`src/rtl/flip_select_sequencer_if.sv`:
```
`default_nettype none
// ============================================================================
// Interface : flip_select_sequencer_if
// Summary   : Job, table-read, selector-control and flip-result signals of the
//             flip select sequencer. The sequencer uses the slave modport; the
//             surrounding environment uses the master modport.
// Revision  : 1.0 - initial release
// ============================================================================
interface flip_select_sequencer_if #(
  parameter int NSAT     = 3,
  parameter int VAR_BITS = 16
);
  localparam int NSAT_BITS = $clog2(NSAT);

  // clause job
  logic                     start_i;
  logic                     ready_o;
  logic [NSAT*VAR_BITS-1:0] lits_i;
  logic [NSAT-1:0]          lit_valid_i;

  // variable-clause table read
  logic                     var_rd_en_o;
  logic [VAR_BITS-1:0]      var_addr_o;

  // flip selector control
  logic [NSAT_BITS-1:0]     wr_en_o;
  logic [NSAT-1:0]          break_values_valid_o;
  logic [31:0]              random_o;
  logic [NSAT_BITS-1:0]     selected_i;

  // flip result handshake
  logic                     flip_valid_o;
  logic                     flip_ready_i;
  logic [VAR_BITS-1:0]      flip_var_o;
  logic [NSAT_BITS-1:0]     flip_idx_o;
  logic                     flip_none_o;

  modport slave (
    input  start_i, lits_i, lit_valid_i, selected_i, flip_ready_i,
    output ready_o, var_rd_en_o, var_addr_o, wr_en_o, break_values_valid_o,
           random_o, flip_valid_o, flip_var_o, flip_idx_o, flip_none_o
  );

  modport master (
    output start_i, lits_i, lit_valid_i, selected_i, flip_ready_i,
    input  ready_o, var_rd_en_o, var_addr_o, wr_en_o, break_values_valid_o,
           random_o, flip_valid_o, flip_var_o, flip_idx_o, flip_none_o
  );
endinterface
`default_nettype wire

```
`src/rtl/flip_select_sequencer.sv`:
```
`default_nettype none
// ============================================================================
// Module   : flip_select_sequencer
// Summary  : Accepts one unsatisfied clause, streams its literals' variable
//            indices to the variable-clause table, steers the flip selector's
//            write-enable encoding, captures the selector's choice and returns
//            the variable to flip over a valid/ready handshake. Also owns the
//            32-bit Galois LFSR feeding the selector's random input.
// Revision : 1.0 - initial release
// ============================================================================
module flip_select_sequencer #(
  parameter int          NSAT     = 3,
  parameter int          VAR_BITS = 16,
  parameter logic [31:0] SEED     = 32'hACE1_2468
) (
  input  logic                   clk_i,
  input  logic                   rst_ni,
  flip_select_sequencer_if.slave bus
);

  localparam int                   NSAT_BITS = $clog2(NSAT);
  localparam logic [NSAT_BITS-1:0] C_LAST    = NSAT_BITS'(NSAT - 1);
  localparam logic [31:0]          C_TAPS    = 32'h8020_0003;
  // An all-zero LFSR would lock up, so a zero seed is promoted to 1.
  localparam logic [31:0]          C_SEED    = (SEED == 32'h0) ? 32'h1 : SEED;

  typedef enum logic [2:0] {
    S_IDLE    = 3'd0,
    S_FETCH   = 3'd1,
    S_SELECT  = 3'd2,
    S_CAPTURE = 3'd3,
    S_OUT     = 3'd4
  } state_t;

  state_t               r_state;
  state_t               w_state_next;

  logic [NSAT_BITS-1:0] r_k;
  logic [VAR_BITS-1:0]  r_lits [NSAT];
  logic [NSAT-1:0]      r_mask;
  logic [31:0]          r_lfsr;
  logic [NSAT_BITS-1:0] r_wr_en;
  logic [VAR_BITS-1:0]  r_flip_var;
  logic [NSAT_BITS-1:0] r_flip_idx;
  logic                 r_flip_none;

  logic                 w_ready;
  logic                 w_rd_en;
  logic                 w_flip_valid;
  logic                 w_accept;
  logic [VAR_BITS-1:0]  w_rd_addr;
  logic [VAR_BITS-1:0]  w_cap_var;
  logic                 w_cap_hit;
  logic [31:0]          w_lfsr_next;

  assign w_accept    = (r_state == S_IDLE) && bus.start_i;
  assign w_lfsr_next = {1'b0, r_lfsr[31:1]} ^ (r_lfsr[0] ? C_TAPS : 32'h0);

  // State register; an asynchronous reset aborts any job in flight.
  always_ff @(posedge clk_i or negedge rst_ni) begin
    if (!rst_ni) begin
      r_state <= S_IDLE;
    end else begin
      r_state <= w_state_next;
    end
  end

  // Next-state decode plus the state-derived strobes.
  always_comb begin
    w_state_next = r_state;
    w_ready      = 1'b0;
    w_rd_en      = 1'b0;
    w_flip_valid = 1'b0;
    case (r_state)
      S_IDLE: begin
        w_ready = 1'b1;
        if (bus.start_i) begin
          w_state_next = S_FETCH;
        end
      end
      S_FETCH: begin
        w_rd_en = 1'b1;
        if (r_k == C_LAST) begin
          w_state_next = S_SELECT;
        end
      end
      S_SELECT: begin
        w_state_next = S_CAPTURE;
      end
      S_CAPTURE: begin
        w_state_next = S_OUT;
      end
      S_OUT: begin
        w_flip_valid = 1'b1;
        if (bus.flip_ready_i) begin
          w_state_next = S_IDLE;
        end
      end
      default: begin
        w_state_next = S_IDLE;
      end
    endcase
  end

  // Literal cursor: cleared on accept, walks one literal per FETCH cycle.
  always_ff @(posedge clk_i or negedge rst_ni) begin
    if (!rst_ni) begin
      r_k <= '0;
    end else if (w_accept) begin
      r_k <= '0;
    end else if (r_state == S_FETCH) begin
      r_k <= r_k + NSAT_BITS'(1);
    end
  end

  // Job capture: literal indices and presence mask are held for the whole job.
  always_ff @(posedge clk_i or negedge rst_ni) begin
    if (!rst_ni) begin
      for (int i = 0; i < NSAT; i++) begin
        r_lits[i] <= '0;
      end
      r_mask <= '0;
    end else if (w_accept) begin
      for (int i = 0; i < NSAT; i++) begin
        r_lits[i] <= bus.lits_i[i*VAR_BITS +: VAR_BITS];
      end
      r_mask <= bus.lit_valid_i;
    end
  end

  // LFSR steps once per accepted job so the selector sees one value per job.
  always_ff @(posedge clk_i or negedge rst_ni) begin
    if (!rst_ni) begin
      r_lfsr <= C_SEED;
    end else if (w_accept) begin
      r_lfsr <= w_lfsr_next;
    end
  end

  // Table read address: the current literal while fetching, zero otherwise.
  always_comb begin
    w_rd_addr = '0;
    for (int i = 0; i < NSAT; i++) begin
      if ((r_state == S_FETCH) && (r_k == NSAT_BITS'(i))) begin
        w_rd_addr = r_lits[i];
      end
    end
  end

  // Selector write-enable trails the read by one cycle to line up with the
  // table data; the last literal's read turns into the all-ones select code.
  always_ff @(posedge clk_i or negedge rst_ni) begin
    if (!rst_ni) begin
      r_wr_en <= '0;
    end else if (r_state == S_FETCH) begin
      r_wr_en <= (r_k == C_LAST) ? {NSAT_BITS{1'b1}} : (NSAT_BITS'(1) << r_k);
    end else begin
      r_wr_en <= '0;
    end
  end

  // Map the selector's choice back to a variable; out-of-range picks no literal.
  always_comb begin
    w_cap_var = '0;
    w_cap_hit = 1'b0;
    for (int i = 0; i < NSAT; i++) begin
      if (bus.selected_i == NSAT_BITS'(i)) begin
        w_cap_var = r_lits[i];
        w_cap_hit = 1'b1;
      end
    end
  end

  // Result registers: loaded once per job and frozen while waiting in OUT.
  always_ff @(posedge clk_i or negedge rst_ni) begin
    if (!rst_ni) begin
      r_flip_var  <= '0;
      r_flip_idx  <= '0;
      r_flip_none <= 1'b0;
    end else if (r_state == S_CAPTURE) begin
      r_flip_var  <= w_cap_var;
      r_flip_idx  <= bus.selected_i;
      r_flip_none <= ~w_cap_hit | ~|r_mask;
    end
  end

  assign bus.ready_o              = w_ready;
  assign bus.var_rd_en_o          = w_rd_en;
  assign bus.var_addr_o           = w_rd_addr;
  assign bus.wr_en_o              = r_wr_en;
  assign bus.break_values_valid_o = r_mask;
  assign bus.random_o             = r_lfsr;
  assign bus.flip_valid_o         = w_flip_valid;
  assign bus.flip_var_o           = r_flip_var;
  assign bus.flip_idx_o           = r_flip_idx;
  assign bus.flip_none_o          = r_flip_none;

endmodule
`default_nettype wire

```
`src/flat_wrapper.sv`:
```
// flat-port wrapper written by rule: the top's interface ports become plain ports
module flip_select_sequencer_flat 
#(
  parameter int          NSAT     = 3,
  parameter int          VAR_BITS = 16,
  parameter logic [31:0] SEED     = 32'hACE1_2468
)
  (clk_i, rst_ni, bus_start_i, bus_lits_i, bus_lit_valid_i, bus_selected_i, bus_flip_ready_i, bus_ready_o, bus_var_rd_en_o, bus_var_addr_o, bus_wr_en_o, bus_break_values_valid_o, bus_random_o, bus_flip_valid_o, bus_flip_var_o, bus_flip_idx_o, bus_flip_none_o);
  flip_select_sequencer_if #(.NSAT(NSAT), .VAR_BITS(VAR_BITS)) bus_i ();
  input  logic clk_i;
  input  logic rst_ni;
  input wire logic [$bits(bus_i.start_i)-1:0] bus_start_i;
  input wire logic [$bits(bus_i.lits_i)-1:0] bus_lits_i;
  input wire logic [$bits(bus_i.lit_valid_i)-1:0] bus_lit_valid_i;
  input wire logic [$bits(bus_i.selected_i)-1:0] bus_selected_i;
  input wire logic [$bits(bus_i.flip_ready_i)-1:0] bus_flip_ready_i;
  output wire logic [$bits(bus_i.ready_o)-1:0] bus_ready_o;
  output wire logic [$bits(bus_i.var_rd_en_o)-1:0] bus_var_rd_en_o;
  output wire logic [$bits(bus_i.var_addr_o)-1:0] bus_var_addr_o;
  output wire logic [$bits(bus_i.wr_en_o)-1:0] bus_wr_en_o;
  output wire logic [$bits(bus_i.break_values_valid_o)-1:0] bus_break_values_valid_o;
  output wire logic [$bits(bus_i.random_o)-1:0] bus_random_o;
  output wire logic [$bits(bus_i.flip_valid_o)-1:0] bus_flip_valid_o;
  output wire logic [$bits(bus_i.flip_var_o)-1:0] bus_flip_var_o;
  output wire logic [$bits(bus_i.flip_idx_o)-1:0] bus_flip_idx_o;
  output wire logic [$bits(bus_i.flip_none_o)-1:0] bus_flip_none_o;
  assign bus_i.start_i = bus_start_i;
  assign bus_i.lits_i = bus_lits_i;
  assign bus_i.lit_valid_i = bus_lit_valid_i;
  assign bus_i.selected_i = bus_selected_i;
  assign bus_i.flip_ready_i = bus_flip_ready_i;
  assign bus_ready_o = bus_i.ready_o;
  assign bus_var_rd_en_o = bus_i.var_rd_en_o;
  assign bus_var_addr_o = bus_i.var_addr_o;
  assign bus_wr_en_o = bus_i.wr_en_o;
  assign bus_break_values_valid_o = bus_i.break_values_valid_o;
  assign bus_random_o = bus_i.random_o;
  assign bus_flip_valid_o = bus_i.flip_valid_o;
  assign bus_flip_var_o = bus_i.flip_var_o;
  assign bus_flip_idx_o = bus_i.flip_idx_o;
  assign bus_flip_none_o = bus_i.flip_none_o;
  flip_select_sequencer #(.NSAT(NSAT), .VAR_BITS(VAR_BITS), .SEED(SEED)) u_core (.clk_i(clk_i), .rst_ni(rst_ni), .bus(bus_i));
endmodule
```
`config.mk`:
```
export PLATFORM = sky130hd
export DESIGN_NAME = flip_select_sequencer_flat
export DESIGN_NICKNAME = d
export VERILOG_FILES = /design/src/rtl/flip_select_sequencer_if.sv /design/src/rtl/flip_select_sequencer.sv /design/src/flat_wrapper.sv
export SDC_FILE = /design/constraint.sdc
export NUM_CORES = 1
export LEC_CHECK = 0
export BUFFER_PORTS_ARGS = -buffer_cell sky130_fd_sc_hd__buf_2
export CORE_ASPECT_RATIO = 0.6
export CORE_MARGIN = 5
export CORE_UTILIZATION = 53
export DETAILED_ROUTE_END_ITERATION = 10
export GPL_ROUTABILITY_DRIVEN = 0
export PLACE_DENSITY = 0.85
export SYNTH_ARGS = -nofsm -noshare
export SYNTH_HDL_FRONTEND = slang
export SYNTH_SLANG_ARGS = --single-unit
```
`constraint.sdc`:
```
create_clock -name clk_i -period 2.15 [get_ports clk_i]
set_input_delay 0.1075 -clock clk_i [delete_from_list [all_inputs] [get_ports clk_i]]
set_output_delay 0.1075 -clock clk_i [all_outputs]
set_load 0.01 [all_outputs]
```
# --- After elaboration in Yosys (flattened, before gate mapping) ---
# Cells that the tools add are included.
word_totals:
  ff_bits: 109
  input_bits: 57
  out_inout_bits: 75
classes:
  addsub: 1
  n_eq_ne: 11
  shifts: 1
  n_mux: 21
  bitwise: 3
  n_reduce_logical: 11
ops:
  columns: ["operator", "count"]
  rows:
  - ["16-bit 2-to-1 mux", 6]
  - ["32-bit 2-to-1 mux", 1]
  - ["31-bit by 32-bit bitwise XOR with 32-bit output", 1]
  - ["3-bit case mux with 5 select lines", 1]
  - ["3-bit 2-to-1 mux", 3]
  - ["2-bit 2-to-1 mux", 4]
  - ["3-bit by 2-bit equality test with 1-bit output, second input constant", 2]
  - ["1-bit 2-to-1 mux", 6]
  - ["2-bit inequality test, second input constant", 3]
  - ["2-bit by 1-bit equality test with 1-bit output, second input constant", 2]
  - ["2-bit equality test, second input constant", 2]
  - ["1-bit logical AND", 4]
  - ["2-bit logical NOT", 2]
  - ["3-bit by 1-bit equality test with 1-bit output, second input constant", 1]
  - ["3-bit equality test, second input constant", 1]
  - ["3-bit logical NOT", 1]
  - ["3-bit AND reduction", 1]
  - ["3-bit OR reduction", 1]
  - ["2-bit by 1-bit adder with 2-bit output, second input constant", 1]
  - ["2-bit nonzero test", 1]
  - ["1-bit by 2-bit left shift with 2-bit output, first input constant", 1]
  - ["1-bit logical NOT", 1]
  - ["1-bit inverter", 1]
  - ["1-bit OR", 1]

# --- Depth between registers and ports, before layout ---
# Gate-level depths: netlist of the first run.
logic_depth:
  ltp_word: 6
  mapped_depth: 8
  mapped_depth_nobuf: 5

# --- Least setup slack after synthesis of the first run ---
# No wires, ideal clock.
synth_timing:
  path_type: "register -> output"
  startpoint: "reg u_core.r_k[0]"
  endpoint: "out bus_var_addr_o[10]"
  arrival_ns: 1.660
  required_ns: 2.043
  path_slack_ns: 0.382
  stages_incl_launch_ff: 8
  cell_sequence: "dfrtp_1 ha_1 clkbuf_1 nor2b_1 clkbuf_1 buf_2 a221oi_1 nor3_1"
synth_via:
  elab_chain_len: 5
  elab_cells_between_ends: 9
  cone_classes: "eq/ne: 2; mux: 3; reduce/logical: 4"
synth_rtl:
  columns: ["element", "line", "rtl"]
  rows:
  - ["from (decl)", "flip_select_sequencer.sv:38", "logic [NSAT_BITS-1:0] r_k;"]
  - ["from (signal assigned)", "flip_select_sequencer.sv:112", "r_k <= r_k + NSAT_BITS'(1);"]
  - ["2-bit logical NOT", "flip_select_sequencer.sv:144", "if ((r_state == S_FETCH) && (r_k == NSAT_BITS'(i))) begin"]
  - ["1-bit logical AND", "flip_select_sequencer.sv:144", null]
  - ["16-bit 2-to-1 mux (2 in a row)", "flip_select_sequencer.sv:144", null]
  - ["16-bit 2-to-1 mux (*)", "flip_select_sequencer.sv:144", null]
  - ["to (decl)", "flat_wrapper.sv:19", "output wire logic [$bits(bus_i.var_addr_o)-1:0] bus_var_addr_o;"]
# Every way passes the cells marked *; elsewhere a longest branch is shown, timed or not.

# --- Worst setup path in the final report of the first run ---
layout_timing:
  startpoint: "reg u_core.r_k[0]"
  endpoint: "out bus_var_addr_o[13]"
# The elaborated chain is that of the path after synthesis.

==> results of run 1 <==
-- through the flow --
step                area [um^2]  hold slack (ns)
global placement           5710            0.109
floorplan                  5110           -0.188
CTS                        6460          0.00310
global route               6470          0.00746
detailed placement         5710            0.115
finish                     6470           0.0195
-- per-layer routing --
metal / GRT usage / share of wire / vias up
li1: - / - / 1718
met1: 0.297 / 0.45 / 1846
met2: 0.366 / 0.46 / 139
met3: 0.0615 / 0.070 / 28
met4: 0.0697 / 0.022 / 0
met5: 0 / 0 / -
-- sequential cells by signal (all words and copies together), names as in the netlist --
name                             count
u_core.bus.break_values_valid_o      3
u_core.bus.random_o                 32
u_core.bus.flip_idx_o                2
u_core.bus.wr_en_o                   2
u_core.r_state                       3
u_core.r_k                           2
u_core.r_lits                       48
u_core.bus.flip_var_o               16
u_core.bus.flip_none_o               1
-- cell type report --
class	instances	area share
tap	130	0.0251
timing repair buffer	190	0.195
clock inverter	4	0.00503
multi-input combinational	246	0.308
sequential	109	0.424
inverter	5	0.00290
clock buffer	12	0.0397
-- repair_timing --
item / in CTS / in global routing
pin swaps: 0 / 2
gates resized for setup: 3 / 2
endpoints found under the setup margin: 16 / 6
hold buffers: 44 / 0
endpoints found under the hold margin: 80 / 0
setup buffers: 2 / 0
-- critical path, stage by stage (launching register included) --
cell and delay [ns]:
dfrtp_1 0.40, inv_1 0.08, ha_1 0.22, nor2b_4 0.14
buf_4 0.16, a221oi_1 0.30, nor3_1 0.11, buf_2 0.16
-- cells in the mapped netlist, types with 2 or more instances --
cell type  instances
buf_6              2
or2_2             16
buf_2             10
xnor2_1            4
mux2_1            23
nor2b_1           18
a21oi_1            7
nor3_1            18
dfrtp_1           96
buf_1              3
a221oi_1          16
inv_1              5
buf_4             34
dfstp_2           13
or3b_2             2
a31oi_1           16
clkbuf_1          10
mux2_2            59
nand2_1           19
ha_1               3
mux2i_1           16
nor2_1            22
-- worst max-delay path by stage --
stage	slack (ns)	depth (start not counted)	from	endpoint
global placement	0.09	7	u_core.r_k[0]$_DFFE_PN0P_	bus_var_addr_o[15]
finish	0.13	7	u_core.r_k[0]$_DFFE_PN0P_	bus_var_addr_o[13]
CTS	0.08	6	u_core.r_k[0]$_DFFE_PN0P_	bus_var_addr_o[15]
detailed placement	-0.03	7	u_core.r_k[0]$_DFFE_PN0P_	bus_var_addr_o[15]
floorplan	0.38	7	u_core.r_k[0]$_DFFE_PN0P_	bus_var_addr_o[10]
global route	0.008	7	u_core.r_k[0]$_DFFE_PN0P_	bus_var_addr_o[4]
-- logic make-up after synthesis --
kind of cell	count (synthesis)	share of synthesized area
compound gates	41	0.0568
xor+xnor	4	0.00685
fa+ha+maj	3	0.00734
buf+inv	64	0.0773
flops	109	0.537
mux	98	0.212
simple gates	100	0.103
-- power by group through the flow --
stage | Sequential [mW] | Combinational (mW) | Clock [mW]
6_report | 3.90 | 4.07 | 1.59
5_1_grt | 4.02 | 4.46 | 1.72
4_1_cts | 3.88 | 4.07 | 1.64
3_5_place_dp | 3.90 | 3.93 | 0
3_3_place_gp | 3.83 | 3.79 | 0
2_1_floorplan | 3.76 | 2.90 | 0
==> flow_summary.ini, run 1 <==
[routing]
first_pass_iters = 4
vias = 3731
viasPerCell = 5.36
wl_um = 12800
drc = 0
drtIter0Drc = 150
ant_nets = 0
wl_per_cell_um = 18.3

[logic_synthesis]
syn_area_um2 = 5110
syn_area_per_cell_um2 = 12.2
synth_area_leader_cell = dfrtp_1
ys_types = 29
synth_area_leaders = dfrtp_1 (47%), mux2_2 (13%), dfstp_2 (6.7%), mux2_1 (5.1%), buf_4 (5.0%)
synthCells = 419
yosysWarnings = 0
synth_edf_count = 0
ys_ff_latch = 109
postSynth.asyncResetShare = 1.00
synth_ff_type = dfrtp_1
synth_top_area_frac = 0.470
synth_fp_nets = 479
seq_area_frac_synth = 0.537

[outcome]
outcome = completed

[cells_and_area]
ff_latch_area_um2 = 2740
fillerInstances = 659
area_growth_pct = 26.5
fin_util = 0.696
diodes = 0
multi_input_area_um2 = 1990
stdcell_count = 696
final_cell_mix = buf_2 (130), dfrtp_1 (96), mux2_2 (59)
final_common_cell = buf_2
fin_nets = 621
drive_gt1_frac = 0.451

[placed_design]
dp_slack_ns = -0.0252
hpwl_um = 8510
dp_cells = 634
portBuffers = 131

[floorplanning]
die-width_um = 137
rows = 27
dieArea_um2 = 11800
start_util = 0.550
fp.coreArea_um2 = 9290
die_h_um = 86.1
pin_count = 132

[timing]
max_slew_margin = 0.489
min_period_over_period = 0.939
tightest_slew_ns = 0.765
setup_violations = 0
max_freq_ghz = 0.495
setup_ws_ns = 0.131
period_minus_slack_ns = 2.02
rsz0062_at_grt = no
final-max-slew-violation-count = 0
setup-tns-final_ns = 0
finClkSkew_ns = 0.00943
hold_violations = 0

[power_and_ir_drop]
p_comb_frac = 0.426
vdd_drop_max_uv = 883
switching_share = 0.368
power_density_nw_per_um2 = 1480
clockPowerShare = 0.166
p_switching_mw = 3.52
leakagePower_nw = 2.97
finalPower_mw = 9.57
seqPwrFrac = 0.408
intPower_mw = 6.04

[worst_setup_path]
path_class = reg -> out
r2r_setup_slack_ns = 0.38
crit_path_start_kind = flop
rr_worst_depth = 3
reg2reg_to = u_core.bus.random_o[24]$_DFFE_PN0P_
crit_arrival_ns = 1.91
cp-end-kind = output pin
critPathMaxFanout = 5
r2r_start = u_core.r_state[1]$_DFFE_PN0P_
critical_path_required_ns = 2.04

[global_routing]
grt_pass1_wl_um = 20600
grt_max_degree = 50
grt_overflow = 0
first_global_vias = 3979
grt_antenna_before_repair = 0
grtUsageTotal = 0.225

[clock_tree]
clk_latency_ns = 0.34
path_clk_slew_ns = 0.07
cts_root_buf = clkbuf_16
cts_sinks = 109
cts_made_buffers = 9
h-tree-depth = 3
clockBufferDepth = 2
cts_tree = yes

[hold_path]
hp-class = in -> reg
holdCritStartpoint = bus_lits_i[32]
min_to = u_core.r_lits[0]$_DFFE_PN0P_
min_path_cells = 2

[flow_run]
cap_violations = 0
Note: power is estimated with default switching activity, not from simulation.
==> inputs of run 2 (changes only) <==
- CTS_CLUSTER_SIZE: not set -> 20
- PLACE_DENSITY: 0.85 -> not set
- PLACE_DENSITY_LB_ADDON: not set -> 0.12
==> run 2 against run 1 <==
Global-route usage down 1.5 points. Clock skew down 0.0041 ns. Cell count is 1.6% lower. Via count down 4.3%. Utilization decreased by 0.92 points. Count of clock-buffer cells in the layout up 2. Highest routed layer unchanged.
==> flow_summary.ini, run 2 (synthesis results as in run 1) <==
[outcome]
outcome = completed

[global_routing]
grt_overflow = 0
grtUsageTotal = 0.210
first_global_vias = 3611
grt_antenna_before_repair = 0
grt_pass1_wl_um = 19400
grt_max_degree = 46

[clock_tree]
cts_tree = yes
cts_sinks = 109
path_clk_slew_ns = 0.06
clk_latency_ns = 0.33
clockBufferDepth = 2
cts_root_buf = clkbuf_16
h-tree-depth = 3
cts_made_buffers = 9

[routing]
viasPerCell = 5.21
ant_nets = 0
wl_um = 12000
vias = 3570
drc = 0
wl_per_cell_um = 17.5
first_pass_iters = 5
drtIter0Drc = 211

[cells_and_area]
final_area_um2 = 6380
final_cell_mix = buf_2 (130), dfrtp_1 (96), mux2_2 (59)
fin_util = 0.687
fin_nets = 610
largest_reg_flops = 48
fillerInstances = 718
drive_gt1_frac = 0.456
ff_latch_area_um2 = 2740
regMostFlops = u_core.r_lits
area_growth_pct = 24.8
stdcell_count = 685
multi_input_area_um2 = 1980
final_common_cell = buf_2
diodes = 0

[placed_design]
hpwl_um = 8350
dp_slack_ns = 0.101
dp_cells = 634
portBuffers = 131
placed_cell_area_um2 = 5700

[worst_setup_path]
path_class = reg -> out
crit_path_start_kind = flop
cp-end-kind = output pin
crit_arrival_ns = 1.88
critical_path_required_ns = 2.04
critPathMaxFanout = 5

[floorplanning]
die_h_um = 86.1
die-width_um = 137
start_util = 0.550
pin_count = 132
rows = 27
dieArea_um2 = 11800
fp.coreArea_um2 = 9290

[timing]
final-max-slew-violation-count = 0
hold_violations = 0
setup_ws_ns = 0.161
holdWs_ns = 0.0152
setup_violations = 0
setup-tns-final_ns = 0
tightest_slew_ns = 0.625
finClkSkew_ns = 0.00528
rsz0062_at_grt = no
min_period_over_period = 0.925
max_slew_margin = 0.583
max_freq_ghz = 0.503
period_minus_slack_ns = 1.99

[flow_run]
cap_violations = 0

[power_and_ir_drop]
vdd_drop_max_uv = 780
power_density_nw_per_um2 = 1500
leakagePower_nw = 2.95
finalPower_mw = 9.59

[hold_path]
hp-class = in -> reg
run 2: path summary, 6_finish.rpt:
| kind | startpoint | endpoint | slack (ns) | depth (start not counted) |
|---|---|---|---|---|
| max in group asynchronous | rst_ni | u_core.bus.random_o[26]$_DFFE_PN1P_ | 1.14 | 3 |
| min reg2reg | u_core.bus.random_o[28]$_DFFE_PN0P_ | u_core.bus.random_o[28]$_DFFE_PN0P_ | 0.50 | 1 |
| min in group asynchronous | rst_ni | u_core.r_lits[24]$_DFFE_PN0P_ | 0.31 | 2 |
| max reg2reg | u_core.r_state[1]$_DFFE_PN0P_ | u_core.r_lits[40]$_DFFE_PN0P_ | 0.36 | 3 |
| min | bus_lits_i[11] | u_core.r_lits[43]$_DFFE_PN0P_ | 0.02 | 2 |
| max | u_core.r_k[0]$_DFFE_PN0P_ | bus_var_addr_o[13] | 0.16 | 7 |
run 2: power breakdown:
| part | total [mW] | internal (mW) | switching, mW |
|---|---|---|---|
| clock network | 1.72 | 1.03 | 0.685 |
| registers | 3.88 | 3.11 | 0.770 |
| logic | 3.99 | 2.07 | 1.93 |
| total | 9.59 | 6.21 | 3.38 |
run 2: worst max-delay path, stage by stage (launching register included):
cell	delay [ns]
dfrtp_1	0.39
inv_1	0.08
ha_1	0.21
nor2b_4	0.14
buf_4	0.16
a221oi_1	0.33
nor3_1	0.10
buf_2	0.15
run 2: area by class of cell:
cell class                 count  share of cell area
clock buffer                  14              0.0445
clock inverter                 2             0.00608
inverter                       5             0.00294
multi-input combinational    246               0.311
sequential                   109               0.430
tap                          130              0.0255
timing repair buffer         179               0.180
run 2: repair_timing:
item                                    in CTS  in global routing
resized for setup                            2                  0
buffers inserted                             0                  2
hold buffers                                33                  0
hold endpoints to repair                    66                  0
endpoints found under the setup margin      16                 15
run 2: per-layer routing:
layer,global-route usage,vias up,routed length (um)
met3,0.0533,9,899
met5,0,-,0
li1,-,1696,-
met4,0.0426,0,92
met1,0.306,1741,5450
met2,0.323,124,5510
==> inputs of run 3 (changes only) <==
- PLACE_DENSITY_LB_ADDON: 0.12 -> 0.05
- SLEW_MARGIN: not set -> 15
==> run 3 against run 2 <==
Non-clock buffer count rose by 17. Via count up 0.78%. Wire length about the same. Critical path type unchanged. Worst hold slack got worse by 0.011 ns. First-iteration DRC count shrank 35%. Utilization rose by 2.0 points. Sequential power barely moved. Highest routed layer unchanged. Largest power group unchanged. Global-route usage is 0.11 points higher. Power is 2.1% higher. Final area up 2.9%.
==> flow_summary.ini, run 3 (synthesis results as in run 1) <==
[clock_tree]
clk_latency_ns = 0.35
path_clk_slew_ns = 0.07
cts_made_buffers = 9
cts_tree = yes
clockBufferDepth = 2
h-tree-depth = 3
cts_sinks = 109
cts_root_buf = clkbuf_16

[global_routing]
grt_pass1_wl_um = 19400
grt_overflow = 0
grt_max_degree = 64
grt_antenna_before_repair = 0
grtUsageTotal = 0.212
first_global_vias = 3761

[cells_and_area]
fin_util = 0.707
area_growth_pct = 28.4
diodes = 0
drive_gt1_frac = 0.449
final_cell_mix = buf_2 (130), dfrtp_1 (96), mux2_2 (59)
fin_nets = 627
regMostFlops = u_core.r_lits
stdcell_count = 702
largest_reg_flops = 48
final_common_cell = buf_2

[power_and_ir_drop]
clockPowerShare = 0.192
p_switching_mw = 3.44
intPower_mw = 6.35
leakagePower_nw = 3.02
finalPower_mw = 9.79
switching_share = 0.351
p_comb_frac = 0.414
vdd_drop_max_uv = 756
seqPwrFrac = 0.394
power_density_nw_per_um2 = 1490

[routing]
drc = 0
ant_nets = 0
drtIter0Drc = 137
first_pass_iters = 4
wl_um = 12000
viasPerCell = 5.13
wl_per_cell_um = 17.0
vias = 3598

[flow_run]
cap_violations = 0

[worst_setup_path]
max_stage_delay_ns = 0.58
critical-path-slowest-cell = or3b_4
crit_arrival_ns = 1.90
crit_path_start_kind = flop
path_class = reg -> out
r2r_start = u_core.r_state[1]$_DFFE_PN0P_
startpoint = u_core.r_state[0]$_DFFE_PN0P_
critical_path_required_ns = 2.04
cp-end-kind = output pin
critPathMaxFanout = 19
path_cells = or3b_4 -> nor3_1 -> buf_2

[timing]
setup_ws_ns = 0.140
min_period_over_period = 0.935
tightest_slew_ns = 0.560
max_slew_margin = 0.626
max_freq_ghz = 0.498
setup-tns-final_ns = 0
setup_violations = 0
rsz0062_at_grt = no
final-max-slew-violation-count = 0
finClkSkew_ns = 0.00382
period_minus_slack_ns = 2.01
hold_violations = 0

[placed_design]
hpwl_um = 8140
dp_slack_ns = 0.0151
portBuffers = 131
dp_cells = 635

[outcome]
outcome = completed

[floorplanning]
fp.coreArea_um2 = 9290
die-width_um = 137
die_h_um = 86.1
start_util = 0.550
pin_count = 132
dieArea_um2 = 11800
rows = 27

[hold_path]
hp-class = in -> reg
holdCritStartpoint = bus_lits_i[20]
## run 3: cell count changes in the layout (fill, tap and decap cells not counted)
cell | previous run | this run
buf_4 | 12 | 15
bufinv_16 | 1 | 3
clkbuf_8 | 4 | 0
clkinv_2 | 0 | 1
clkinvlp_4 | 0 | 1
dlygate4sd3_1 | 33 | 47
ha_1 | 3 | 2
ha_2 | 0 | 1
## run 3: repair_timing
action,4_1_cts,5_1_grt
gates resized for setup,2,1
hold buffers,46,1
endpoints found under the hold margin,110,1
setup endpoints to repair,16,2
pin swaps,0,0
setup buffers,4,0
## run 3: final cells by class
type	count	area (um^2)
flip-flops and latches	109	2740
fillers	686	2720
multi-input cells	246	1990
repair buffers	196	1310
clock buffers	10	229
well taps	130	163
clock inverters	6	111
inverters	5	18.8
## run 3: layer usage
| metal | share of wire | GRT usage | wire [um] | up-vias |
|---|---|---|---|---|
| li1 | - | - | - | 1734 |
| met1 | 0.48 | 0.311 | 5760 | 1742 |
| met2 | 0.44 | 0.313 | 5240 | 112 |
| met3 | 0.072 | 0.0604 | 864 | 10 |
| met4 | 0.0075 | 0.0471 | 90 | 0 |
| met5 | 0 | 0 | 0 | - |
## run 3: worst max-delay path: cells and delay by family, from the launching register on
kind          cells  cell delay [ns]
simple gates      2             0.88
flops             1             0.50
buf+inv           1             0.18
## run 3: power by group through the flow
stage / clock (mW) / sequential, mW / combinational [mW]
floorplan: 0 / 3.76 / 2.90
global placement: 0 / 3.85 / 3.83
detailed placement: 0 / 3.88 / 3.92
CTS: 1.91 / 3.85 / 4.11
global route: 2.00 / 4.00 / 4.45
finish: 1.88 / 3.86 / 4.06
## run 3: path summary, 6_finish.rpt
| check | endpoint | slack, ns | depth (start not counted) |
|---|---|---|---|
| worst max-delay path | bus_var_addr_o[13] | 0.14 | 3 |
| worst min-delay path | u_core.r_lits[20]$_DFFE_PN0P_ | 0.005 | 2 |
| worst max register to register | u_core.r_lits[5]$_DFFE_PN0P_ | 0.28 | 3 |
| worst min register to register | u_core.bus.random_o[30]$_DFFE_PN0P_ | 0.51 | 1 |
| max in group asynchronous | u_core.bus.flip_idx_o[0]$_DFFE_PN0N_ | 1.31 | 3 |
| min in group asynchronous | u_core.r_lits[35]$_DFFE_PN0P_ | 0.17 | 2 |
## run 3: stage by stage
step                      cell area (um^2)  hold slack, ns
after floorplan                       5110          -0.188
after global placement                5720         -0.0146
after detailed placement              5720        -0.00733
after CTS                             6550        0.000446
after global routing                  6570        0.000983
final                                 6570         0.00456
